--- config.mk ---
export PLATFORM = sky130hd
export DESIGN_NAME = cnt3_sched
export DESIGN_NICKNAME = d
export VERILOG_FILES = /design/src/rtl/cnt3_sched.sv
export SDC_FILE = /design/constraint.sdc
export NUM_CORES = 1
export LEC_CHECK = 0
export BUFFER_PORTS_ARGS = -buffer_cell sky130_fd_sc_hd__buf_2
export CAP_MARGIN = 30
export CORE_MARGIN = 2
export CORE_UTILIZATION = 58
export DETAILED_ROUTE_END_ITERATION = 6
export PLACE_DENSITY = 0.82
export SYNTH_ARGS = -nofsm -noshare
export SYNTH_HDL_FRONTEND = slang
export SYNTH_SLANG_ARGS = --single-unit
--- constraint.sdc ---
create_clock -name clk -period 3.3 [get_ports clk]
set_clock_uncertainty 0.15 [all_clocks]
set_input_delay 0 -clock clk [delete_from_list [all_inputs] [get_ports clk]]
set_output_delay 0 -clock clk [all_outputs]
set_load 0.02 [all_outputs]
--- src/rtl/cnt3_sched.sv ---
// Round-robin scheduler sharing one W-bit up/down counter between two requesters.
// Jobs run len+1 counter steps, flag terminal count, then pulse done and idle for GAP cycles.
module cnt3_sched #(
    parameter int W   = 3,
    parameter int GAP = 1
) (
    input  logic         clk,
    input  logic         res,
    input  logic [1:0]   req,
    input  logic [1:0]   up,
    input  logic [W-1:0] len0,
    input  logic [W-1:0] len1,
    output logic [1:0]   gnt,
    output logic         busy,
    output logic [W-1:0] cnt,
    output logic         tc,
    output logic [1:0]   done
);

    typedef enum logic [1:0] {S_IDLE, S_RUN, S_DONE, S_GAP} state_t;

    typedef struct packed {
        logic         own;
        logic         up;
        logic [W-1:0] len;
    } job_t;

    localparam logic [3:0] GAP_LAST = 4'((GAP > 0) ? GAP - 1 : 0);

    state_t       state, nxt;
    job_t         job;
    logic         rr;
    logic [W-1:0] k;
    logic [3:0]   gcnt;
    logic         win, grant, step, leave;

    // with both requesting, the round-robin pointer picks the winner
    assign win = (req[0] && req[1]) ? rr : req[1];

    always_ff @(posedge clk) begin
        if (res) state <= S_IDLE;
        else     state <= nxt;
    end

    always_comb begin
        nxt   = state;
        gnt   = 2'b00;
        busy  = 1'b0;
        tc    = 1'b0;
        done  = 2'b00;
        grant = 1'b0;
        step  = 1'b0;
        leave = 1'b0;
        case (state)
            S_IDLE: begin
                if (|req) begin
                    grant = 1'b1;
                    nxt   = S_RUN;
                end
            end
            S_RUN: begin
                gnt  = job.own ? 2'b10 : 2'b01;
                busy = 1'b1;
                tc   = (k == job.len);
                // a dropped request aborts the job even on its final step
                if (!req[job.own]) begin
                    leave = 1'b1;
                    nxt   = (GAP > 0) ? S_GAP : S_IDLE;
                end else if (tc) begin
                    leave = 1'b1;
                    nxt   = S_DONE;
                end else begin
                    step = 1'b1;
                end
            end
            S_DONE: begin
                busy = 1'b1;
                done = job.own ? 2'b10 : 2'b01;
                nxt  = (GAP > 0) ? S_GAP : S_IDLE;
            end
            S_GAP: begin
                busy = 1'b1;
                if (gcnt == GAP_LAST) nxt = S_IDLE;
            end
            default: nxt = S_IDLE;
        endcase
    end

    always_ff @(posedge clk) begin
        if (res) begin
            job  <= '0;
            rr   <= 1'b0;
            k    <= '0;
            gcnt <= '0;
            cnt  <= '0;
        end else begin
            if (grant) begin
                job.own <= win;
                job.up  <= up[win];
                job.len <= win ? len1 : len0;
                k       <= '0;
                cnt     <= up[win] ? '0 : '1;
            end
            if (step) begin
                k   <= k + 1'b1;
                cnt <= job.up ? cnt + 1'b1 : cnt - 1'b1;
            end
            if (leave) rr <= ~job.own;
            if (state == S_GAP) gcnt <= gcnt + 1'b1;
            else                gcnt <= '0;
        end
    end

endmodule

Word level (Yosys, flattened, before mapping)
Index checks and enable logic that the tools add are counted.
{"block": "classes", "addsub": 4, "n_lt_le_gt_ge": 2, "eq_ne": 7, "mux": 30, "n_bitwise": 2, "reduce_logical": 8}
{"cell": "2-to-1 mux 3 bit", "n": 7}
{"cell": "2-to-1 mux 1 bit", "n": 15}
{"cell": "2-to-1 mux 2 bit", "n": 7}
{"cell": "case mux 2 bit (4 select lines)", "n": 1}
{"cell": "adder 3 x 1 -> 3 bit, second input constant", "n": 2}
{"cell": "adder 4 x 1 -> 4 bit, second input constant", "n": 1}
{"cell": "equality test 2 bit, second input constant", "n": 2}
{"cell": "logical NOT 4 bit", "n": 1}
{"cell": "less-than comparator 1 x 2 -> 1 bit, second input constant", "n": 2}
{"cell": "!= test 2 bit, second input constant", "n": 2}
{"cell": "OR reduction 2 bit", "n": 2}
{"cell": "equality test 3 bit", "n": 1}
{"cell": "!= test 3 bit, second input constant", "n": 1}
{"cell": "AND reduction 3 bit", "n": 1}
{"cell": "OR reduction 3 bit", "n": 1}
{"cell": "subtractor 3 x 1 -> 3 bit, second input constant", "n": 1}
{"cell": "equality test 2 x 1 -> 1 bit, second input constant", "n": 1}
{"cell": "logical NOT 2 bit", "n": 1}
{"cell": "NOT 1 bit", "n": 2}
{"cell": "nonzero test 2 bit", "n": 1}
{"cell": "logical AND 1 bit", "n": 1}
{"block": "word_totals", "ff_bits": 18, "in_bits": 12, "out_inout_bits": 9, "wordCells": 61}

Depth between registers and ports, before layout
Gate-level depths: netlist of the first run.
{"block": "depth", "depth_word": 7, "depth_mapped": 6, "depth_no_buf": 6}

Worst setup path after synthesis of the first run
No wires, ideal clock.
{"block": "synth_timing", "path_kind": "reg2reg", "from": "reg state[0]", "to": "reg cnt[2]", "setup_time_ns": 0.086, "arrival_time_ns": 1.409, "required_ns": 3.064, "slack_ns": 1.655, "stages_incl_launch_ff": 6, "n_path_buf": 0, "synth_period_minus_slack_ns": 1.645, "cell_sequence": "dfxtp_1 > inv_1 > ha_1 > inv_1 > o32a_1 > a221oi_2"}
{"block": "synth_between", "elab_chain_cells": 3, "elab_cells_between_ends": 6, "cone_classes": "eq/ne: 1; mux: 3; reduce/logical: 2"}
{"element": "start: declaration", "line_no": "30", "text": "state_t state, nxt;"}
{"element": "start signal: assignment", "line_no": "42", "text": "else state <= nxt;"}
{"element": "equality test 2 x 1 -> 1 bit / logical NOT 2 bit (equally long branches)", "line_no": "54", "text": "case (state)"}
{"element": "2-to-1 mux 1 bit", "line_no": "54"}
{"element": "2-to-1 mux 3 bit / nonzero test 2 bit (equally long branches)"}
{"element": "end signal: assignment", "line_no": "102", "text": "cnt <= up[win] ? '0 : '1;"}
{"element": "end signal: assignment", "line_no": "106", "text": "cnt <= job.up ? cnt + 1'b1 : cnt - 1'b1;"}
{"element": "end: declaration", "line_no": "15", "text": "output logic [W-1:0] cnt,"}
Parallel ways exist; a longest one is shown, timed or not.
A chain may end at the register's enable or synchronous reset.

Final worst setup path of the first run
{"block": "layout_timing", "from": "reg state[0]", "to": "reg job[2] in the netlist's numbering"}
{"block": "layout_between", "elab_chain_cells": 2}
{"element": "logical NOT 2 bit", "line_no": "54"}
{"element": "2-to-1 mux 1 bit", "line_no": "54"}
{"element": "end: declaration", "line_no": "31", "text": "job_t job;"}
Every way passes these cells.

==> results of run 1 <==
==> routing by layer <==
metal,global-route usage,vias up
met4,0.0703,0
li1,-,452
met2,0.481,31
met3,0.0302,7
met5,0,-
met1,0.279,437
==> area by class of cell <==
| type | count | area [um^2] | share of cell area |
|---|---|---|---|
| Tap cell | 25 | 31.3 | 0.0233 |
| Multi-Input combinational cell | 82 | 689 | 0.514 |
| Clock buffer | 4 | 36.3 | 0.0271 |
| Inverter | 9 | 33.8 | 0.0252 |
| Timing Repair Buffer | 29 | 190 | 0.142 |
| Sequential cell | 18 | 360 | 0.269 |
==> report_power, final <==
part | leakage, nW | internal [W] | switching [W]
Sequential | 0.148 | 0.000275 | 0.0000625
Combinational | 0.419 | 0.000245 | 0.000346
Clock | 0.0210 | 0.0000672 | 0.0000683
Total | 0.587 | 0.000587 | 0.000477
==> worst paths after layout <==
check / from / depth (start not counted) / slack, ns / endpoint
worst min register to register: gcnt[0] / 1 / 0.33 / gcnt[0]
worst max-delay path: state[0] / 7 / 0.90 / job[2]
worst min-delay path: up[0] / 3 / 0.001 / cnt[0]
worst max register to register: state[0] / 7 / 0.90 / job[2]
==> kinds of logic (layout without fill, tap and decap cells) <==
group                    Yosys count  after routing  share of synthesized area
XOR/XNOR                           7              7                     0.0762
AND/OR/NAND/NOR                   34             34                      0.159
AO/OA/AOI/OAI                     26             26                      0.222
multiplexers                       6              6                     0.0603
adder cells (fa/ha/maj)            9              9                      0.109
flip-flops                        18             18                      0.328
buffers and inverters             12             42                     0.0455
==> worst register-to-register path, cell delays in order (launching register included) <==
cell,delay [ns]
dfxtp_1,0.34
inv_1,0.16
ha_1,0.32
inv_1,0.14
nor2_1,0.36
nor2_1,0.08
a211oi_1,0.23
dlygate4sd3_1,0.57
==> cell usage in the layout (no fill, tap or decap), types with 4 or more instances in the layout <==
cell type and instances:
a211oi_1 4, a21oi_1 6, and2_1 5, buf_2 20, dfxtp_1 18, dlygate4sd3_1 9
ha_1 8, inv_1 8, mux2i_1 4, nand3_1 5, nor2_1 12, nor2b_1 5
==> state kept, by name (all words and copies together) (netlist names) <==
name	flops
state	2
k	3
rr	1
gcnt	4
cnt	3
job	5
==> per-stage QoR <==
step / total power (W) / utilization / hold WS [ns]
3_5_place_dp: 0.000895 / 0.689 / 0.203
5_1_grt: 0.00114 / 0.760 / 0.0167
2_1_floorplan: 0.000764 / - / 0.0837
3_3_place_gp: 0.000862 / 0.689 / 0.195
6_report: 0.00106 / 0.760 / 0.00118
4_1_cts: 0.00105 / 0.760 / 0.00331
==> impl_metrics.yaml, run 1 <==
status:
  status: "complete, no violations"
logic_synthesis:
  synth.avg_cell_area_um2: 9.82
  syn_area_mm2: 0.00110
  synth-edff-count: 0
  yosys-top-cells-count: "18 x dfxtp_1, 12 x nor2_1, 8 x ha_1, 8 x inv_1, 6 x a21oi_1"
  syn_nets: 133
  yosys-top-cells-area: "dfxtp_1 33%, ha_1 9.1%, xor2_2 4.4%, a221oi_2 4.1%, nor2_1 4.1%"
  synth_cells: 112
  async_flop_share: 0
  synth_top_area_frac: 0.328
  yosys.area.top_type: "dfxtp_1"
  yosysUniqueCellTypes: 37
  seq_area_frac_synth: 0.328
  ys_warn_count: 0
  synth-main-ff-cell: "dfxtp_1"
  synth_seq_cells: 18
  synth.most_common_cell: "dfxtp_1"
clock_network:
  hold_buffers: 9
  postCtsSetupBuffers: 0
  post_cts_resize_count: 0
  cts_tree: "yes"
  clkLatencyLatePin_ns: 0.29
  cts_sinks: 18
  cts_buffers: 3
  cts_root_buffer: "clkbuf_4"
  htree_levels: 1
  clk_pin_slew_ns: 0.10
  clock_path_buffers: 2
routing:
  avgRoutedWirePerCell_um: 15.2
  drcViolationCount: 0
  wl_met1_um: 1040
  drtIter0Drc: 27
  top_layer_used: "met4"
  dr_total_vias: 927
  wl_met2_um: 1350
  firstDrtPassIters: 4
  wl_um: 2530
  wl_met3_um: 111
  detail-route-antenna-nets: 0
  viasPerCell: 5.55
sta:
  report.final.hold_viol_count: 0
  fin_ws_ns: 0.897
  worst_pin_slew_ns: 0.650
  drv_slew: 0
  final.setup.tns_ns: 0
  rsz0062_at_grt: "no"
  relSlewSlack: 0.564
  max_freq_mhz: 416
  period_share: 0.728
  finalSetupViolCount: 0
  fin_crit_ns: 2.40
worst_setup_path:
  cpMaxStageDelayCell: "dlygate4sd3_1"
  cp-end-kind: "flip-flop"
  crit_fanout: 6
  crit_type: "reg2reg"
  cp-start-kind: "flip-flop"
  critPathTopFamily: "buffers and inverters"
  cp.arrival_ns: 2.50
  cp_num_buf_inv: 3
  crit_chain: "inv_1 > ha_1 > inv_1 > nor2_1 > nor2_1 > a211oi_1 > dlygate4sd3_1"
  max_stage_delay_ns: 0.57
  cp.required_ns: 3.39
floorplanning:
  start_util: 0.623
  die_area_mm2: 0.00226
  die_w_um: 47.5
  die_h_um: 47.5
  io_pins: 21
  fp-row-count: 15
  coreArea_mm2: 0.00176
placed_design:
  dp_cells: 154
  hpwl_um: 1670
  io_buffers: 20
  gp_congestion: 0.770
  post-place-ws_ns: 1.47
  placedInstanceArea_mm2: 0.00121
job:
  cap_violations: 0
finish:
  drive_gt1_frac: 0.268
  fillCellCount: 138
  areaGrowthSynthToFinish_pct: 22.0
  finalNonFillerCells: 167
  nNetsFinal: 164
  final_area_mm2: 0.00134
  n_antenna_cell: 0
pwr:
  leakagePower_nw: 0.587
  vdd_drop_max_mv: 0.581
  powerDensity_mw_per_mm2: 793
min_path:
  hold_path.class: "in2reg"
global_route:
  grt_max_degree: 18
  grt_usage: 0.247
  antenna_found_initial: 0
  first_global_vias: 887
  grt_pass1_wl_um: 3920
  grt_overflow: 0
No activity file was read; power rests on OpenSTA's default activity.
==> inputs of run 2 (changes only) <==
- ABC_AREA: not set -> 1
- CORE_UTILIZATION: 58 -> 54
- PLACE_DENSITY: 0.82 -> 0.77
- clock period: 3.3 -> 2.3 ns (I/O delays scaled with it)
==> run 2 against run 1 <==
- synthesized cell count grew 37%
- die area up 7.6%
- power increased by 43%
- critical path type unchanged
- largest cell class unchanged
- highest routed layer unchanged
==> impl_metrics.yaml, run 2 <==
routing:
  detail-route-antenna-nets: 0
  drcViolationCount: 0
  avgRoutedWirePerCell_um: 11.0
  dr_total_vias: 1045
  viasPerCell: 4.86
  wl_um: 2360
  firstDrtPassIters: 4
  drtIter0Drc: 10
logic_synthesis:
  synth_cells: 153
  yosys-top-cells-area: "dfxtp_1 33%, nand2_1 16%, ha_1 9.0%, inv_1 8.8%, a21oi_1 4.1%"
  syn_nets: 174
  yosys-top-cells-count: "46 x nand2_1, 26 x inv_1, 18 x dfxtp_1, 9 x a21oi_1"
  synth.most_common_cell: "nand2_1"
  synth.avg_cell_area_um2: 7.25
  ys_warn_count: 0
  synth-main-ff-cell: "dfxtp_1"
  async_flop_share: 0
  synth-edff-count: 0
  seq_area_frac_synth: 0.325
  synth_top_area_frac: 0.325
  yosysUniqueCellTypes: 26
  synth_seq_cells: 18
  syn_area_mm2: 0.00111
  yosys.area.top_type: "dfxtp_1"
finish:
  largestRegisters: "job x5, gcnt x4"
  areaGrowthSynthToFinish_pct: 25.8
  nNetsFinal: 210
  layout_common_cells: "46 x nand2_1, 26 x inv_1, 20 x buf_2, 18 x dfxtp_1, 12 x dlygate4sd3_1"
  final_area_mm2: 0.00140
  drive_gt1_frac: 0.218
  largest_reg_flops: 5
  final_common_cell: "nand2_1"
  n_antenna_cell: 0
  largest-register: "job"
pwr:
  leakagePower_nw: 0.691
  p_clk_frac: 0.128
  powerDensity_mw_per_mm2: 1090
  internal_power_w: 0.000828
  seqPwrFrac: 0.319
  switching_share: 0.456
  vdd_drop_max_mv: 0.723
  combinationalPowerShare: 0.552
  switchingPower_w: 0.000693
global_route:
  grt_overflow: 0
  grt_pass1_wl_um: 4370
  antenna_found_initial: 0
  first_global_vias: 1075
  grt_usage: 0.232
  grt_max_degree: 12
placed_design:
  gp_congestion: 0.754
  io_buffers: 20
  post-place-ws_ns: 0.607
  placedInstanceArea_mm2: 0.00124
  hpwl_um: 1720
clock_network:
  clk_pin_slew_ns: 0.11
  cts_root_buffer: "clkbuf_4"
  cts_tree: "yes"
  postCtsSetupBuffers: 0
  clkLatencyLatePin_ns: 0.29
  htree_levels: 1
  cts_sinks: 18
  cts_buffers: 3
  clock_path_buffers: 2
min_path:
  hold_path.class: "reg2reg"
worst_setup_path:
  cp-start-kind: "flip-flop"
  critPathTopFamily: "buffers and inverters"
  crit_fanout: 6
  cp_num_buf_inv: 4
  cp-end-kind: "flip-flop"
  cp.arrival_ns: 2.19
  r2r_setup_slack_ns: 0.20
  cp.required_ns: 2.39
  crit_chain: "inv_1 > ha_1 > o21ai_4 > inv_1 > nand3_1 > dlygate4sd3_1 > o211ai_1 > inv_1"
  cpMaxStageDelayCell: "dlygate4sd3_1"
  max_stage_delay_ns: 0.55
  crit_type: "reg2reg"
  cpMostUsedCell: "inv_1"
job:
  cap_violations: 0
sta:
  worst_pin_slew_ns: 0.313
  final.setup.tns_ns: 0
  finalSetupViolCount: 0
  max_freq_mhz: 477
  relSlewSlack: 0.791
  rsz0062_at_grt: "no"
  report.final.hold_viol_count: 0
  fin_crit_ns: 2.10
  fin_ws_ns: 0.203
  period_share: 0.912
  drv_slew: 0
  hold_slack_ns: 0.319
floorplanning:
  start_util: 0.571
  coreArea_mm2: 0.00194
  die_h_um: 49.3
  fp-row-count: 16
  die_area_mm2: 0.00243
  io_pins: 21
  die_w_um: 49.3
status:
  status: "complete, no violations"
## run 2: cell types whose count changed after synthesis, moves of 4 or more
| cell | previous run | this run |
|---|---|---|
| nor2_1 | 12 | 8 |
| and2_1 | 5 | 0 |
| nor2b_1 | 5 | 0 |
| inv_1 | 8 | 26 |
| nand2_2 | 0 | 4 |
| nand2_1 | 2 | 46 |
| mux2i_1 | 4 | 0 |
## run 2: final timing paths
check / from / end / cells after the start
worst max-delay path: state[0] / job[0] / 8
worst min-delay path: rr / rr / 2
worst max register to register: state[0] / job[0] / 8
worst min register to register: rr / rr / 2
## run 2: worst register-to-register path, stage by stage, from the launching register on
cell and delay (ns):
dfxtp_1 0.43, inv_1 0.12, ha_1 0.28, o21ai_4 0.13
inv_1 0.15, nand3_1 0.11, dlygate4sd3_1 0.55, o211ai_1 0.08
inv_1 0.05
## run 2: layout make-up
type	instances	area, um^2
Multi-Input combinational cell	104	632
Fill cell	169	547
Sequential cell	18	360
Timing Repair Buffer	32	220
Inverter	30	113
Clock buffer	4	36.3
Tap cell	27	33.8
## run 2: cells by family (layout without fill, tap and decap cells)
family / count (synthesis) / count (layout) / share of synthesized area
xor+xnor: 3 / 3 / 0.0237
flops: 18 / 18 / 0.325
simple gates: 72 / 72 / 0.298
buf+inv: 31 / 66 / 0.105
compound gates: 20 / 20 / 0.140
fa+ha+maj: 9 / 9 / 0.108
## run 2: stage by stage
| step | utilization | cells | power [W] |
|---|---|---|---|
| finish | 0.718 | 215 | 0.00152 |
| global route | 0.718 | 215 | 0.00168 |
| CTS | 0.718 | 215 | 0.00153 |
| detailed placement | 0.638 | 199 | 0.00127 |
| global placement | 0.638 | 199 | 0.00125 |
| floorplan | - | 153 | 0.00108 |
## run 2: what timing repair did
| item | in CTS | in global routing |
|---|---|---|
| hold buffers | 12 | 0 |
| endpoints found under the hold margin | 14 | 0 |
| gates resized for setup | 0 | 0 |
## run 2: power by group through the flow
| stage | Clock, W | Combinational [W] | Sequential (W) |
|---|---|---|---|
| final | 0.000195 | 0.000840 | 0.000486 |
| after global routing | 0.000212 | 0.000962 | 0.000503 |
| after CTS | 0.000200 | 0.000840 | 0.000487 |
| after detailed placement | 0 | 0.000777 | 0.000494 |
| after global placement | 0 | 0.000761 | 0.000487 |
| after floorplan | 0 | 0.000577 | 0.000499 |
## run 2: layer usage
metal,wire [um],GRT usage,up-vias
li1,-,-,547
met1,1060,0.251,476
met2,1190,0.432,16
met3,59,0.0460,6
met4,53,0.0952,0
met5,0,0,-
==> inputs of run 3 (changes only) <==
- BUFFER_PORTS_ARGS: -buffer_cell sky130_fd_sc_hd__buf_2 -> -buffer_cell sky130_fd_sc_hd__clkbuf_2
- HOLD_SLACK_MARGIN: not set -> 0.1
==> run 3 against run 2 <==
- fmax shrank 2.3%
- clock-buffer cell count stayed put
- sequential share of layout area decreased by 0.37 points
- register-to-register slack worse by 0.05 ns
- power rose by 2.8%
- flip-flop and latch count is the same
- worst hold slack better by 0.0030 ns
- critical path type unchanged
- highest routed layer unchanged
==> impl_metrics.yaml, run 3 (synthesis results as in run 2) <==
pwr:
  internal_power_w: 0.000844
  leakagePower_nw: 0.697
  switching_share: 0.460
  powerDensity_mw_per_mm2: 1110
  combinationalPowerShare: 0.556
  p_clk_frac: 0.132
  switchingPower_w: 0.000720
  p_total_w: 0.00156
  seqPwrFrac: 0.312
  vdd_drop_max_mv: 0.819
routing:
  drcViolationCount: 0
  dr_total_vias: 1078
  wl_um: 2540
  firstDrtPassIters: 4
  drtIter0Drc: 31
  detail-route-antenna-nets: 0
  viasPerCell: 4.97
  avgRoutedWirePerCell_um: 11.7
sta:
  relSlewSlack: 0.783
  rsz0062_at_grt: "no"
  max_freq_mhz: 466
  period_share: 0.933
  worst_pin_slew_ns: 0.325
  final.setup.tns_ns: 0
  report.final.hold_viol_count: 0
  fin_crit_ns: 2.15
  finalSetupViolCount: 0
  drv_slew: 0
clock_network:
  clk_pin_slew_ns: 0.11
  hold_buffers: 14
  clock_path_buffers: 2
  post_cts_resize_count: 0
  postCtsSetupBuffers: 0
  clkLatencyLatePin_ns: 0.31
  cts_root_buffer: "clkbuf_4"
  cts_sinks: 18
  cts_buffers: 3
  htree_levels: 1
  cts_tree: "yes"
worst_setup_path:
  cpMostUsedCell: "inv_1"
  crit_type: "reg2reg"
  max_stage_delay_ns: 0.58
  cp-start-kind: "flip-flop"
  cp.required_ns: 2.37
  crit_chain: "inv_1 > ha_1 > o21ai_4 > inv_1 > nand3_1 > dlygate4sd3_1 > o211ai_1 > inv_1"
  cp.arrival_ns: 2.21
  cpMaxStageDelayCell: "dlygate4sd3_1"
  crit_fanout: 6
  cp-end-kind: "flip-flop"
status:
  status: "complete, no violations"
global_route:
  use_met3: 0.0368
  grt_max_degree: 12
  met2_usage: 0.459
  grt_pass1_wl_um: 4530
  grt_overflow: 0
  first_global_vias: 1082
  grt-busiest-layer: "met2"
  grt_usage: 0.239
  grt_use_met1: 0.267
  antenna_found_initial: 0
finish:
  final_common_cell: "nand2_1"
  fin_util: 0.729
  nNetsFinal: 212
  n_antenna_cell: 0
  largest_reg_flops: 5
  layout_common_cells: "46 x nand2_1, 26 x inv_1, 20 x clkbuf_2, 18 x dfxtp_1, 14 x dlygate4sd3_1"
  largest-register: "job"
  drive_gt1_frac: 0.216
  fillCellCount: 163
  largestRegisters: "job x5, gcnt x4"
  areaGrowthSynthToFinish_pct: 27.7
floorplanning:
  die_w_um: 49.3
  die_area_mm2: 0.00243
  fp-row-count: 16
  die_h_um: 49.3
  start_util: 0.571
  io_pins: 21
  coreArea_mm2: 0.00194
placed_design:
  hpwl_um: 1740
  io_buffers: 20
  gp_congestion: 0.758
job:
  cap_violations: 0
min_path:
  hold_path.class: "reg2reg"
==> run 3: changes by cell type in the layout (fill, tap and decap cells not counted), sizes merged <==
| cell | before | now |
|---|---|---|
| clkbuf | 4 | 24 |
| dlygate4sd3 | 12 | 14 |
| buf | 20 | 0 |
==> run 3: path summary, 6_finish.rpt <==
| kind | cells after the start | to | from | slack [ns] |
|---|---|---|---|---|
| setup / recovery | 8 | job[1] | state[0] | 0.15 |
| hold / removal | 2 | rr | rr | 0.32 |
| setup reg to reg | 8 | job[1] | state[0] | 0.15 |
| hold reg to reg | 2 | rr | rr | 0.32 |
==> run 3: power groups by stage <==
stage	combinational (W)	clock, W	sequential [W]
floorplan	0.000577	0	0.000499
CTS	0.000860	0.000204	0.000486
global route	0.000970	0.000218	0.000503
global placement	0.000761	0	0.000488
finish	0.000870	0.000206	0.000488
detailed placement	0.000777	0	0.000492
==> run 3: layout make-up <==
type | instances | area (um^2) | share of cell area
Multi-Input combinational cell | 104 | 632 | 0.447
Clock buffer | 4 | 36.3 | 0.0256
Tap cell | 27 | 33.8 | 0.0239
Timing Repair Buffer | 34 | 240 | 0.170
Inverter | 30 | 113 | 0.0796
Sequential cell | 18 | 360 | 0.255
==> run 3: per-layer routing <==
metal | part of all wire | vias to the layer above | wire [um]
met1 | 0.42 | 495 | 1080
met2 | 0.52 | 24 | 1330
li1 | - | 552 | -
met4 | 0.018 | 0 | 45
met5 | 0 | - | 0
met3 | 0.034 | 7 | 86
==> run 3: critical path, delay by kind of cell (launching register included) <==
kind	cells	cell delay, ns
compound gates	2	0.21
fa+ha+maj	1	0.28
buf+inv	4	0.94
simple gates	1	0.11
flops	1	0.38
==> run 3: per-stage QoR <==
step | setup slack (ns) | hold slack [ns] | instance area, um^2 | cells
CTS | 0.184 | 0.324 | 1420 | 217
global route | 0.0236 | 0.357 | 1420 | 217
detailed placement | 0.610 | 0.185 | 1240 | 199
floorplan | 0.765 | 0.0502 | 1110 | 153
finish | 0.154 | 0.322 | 1420 | 217
global placement | 0.700 | 0.183 | 1240 | 199
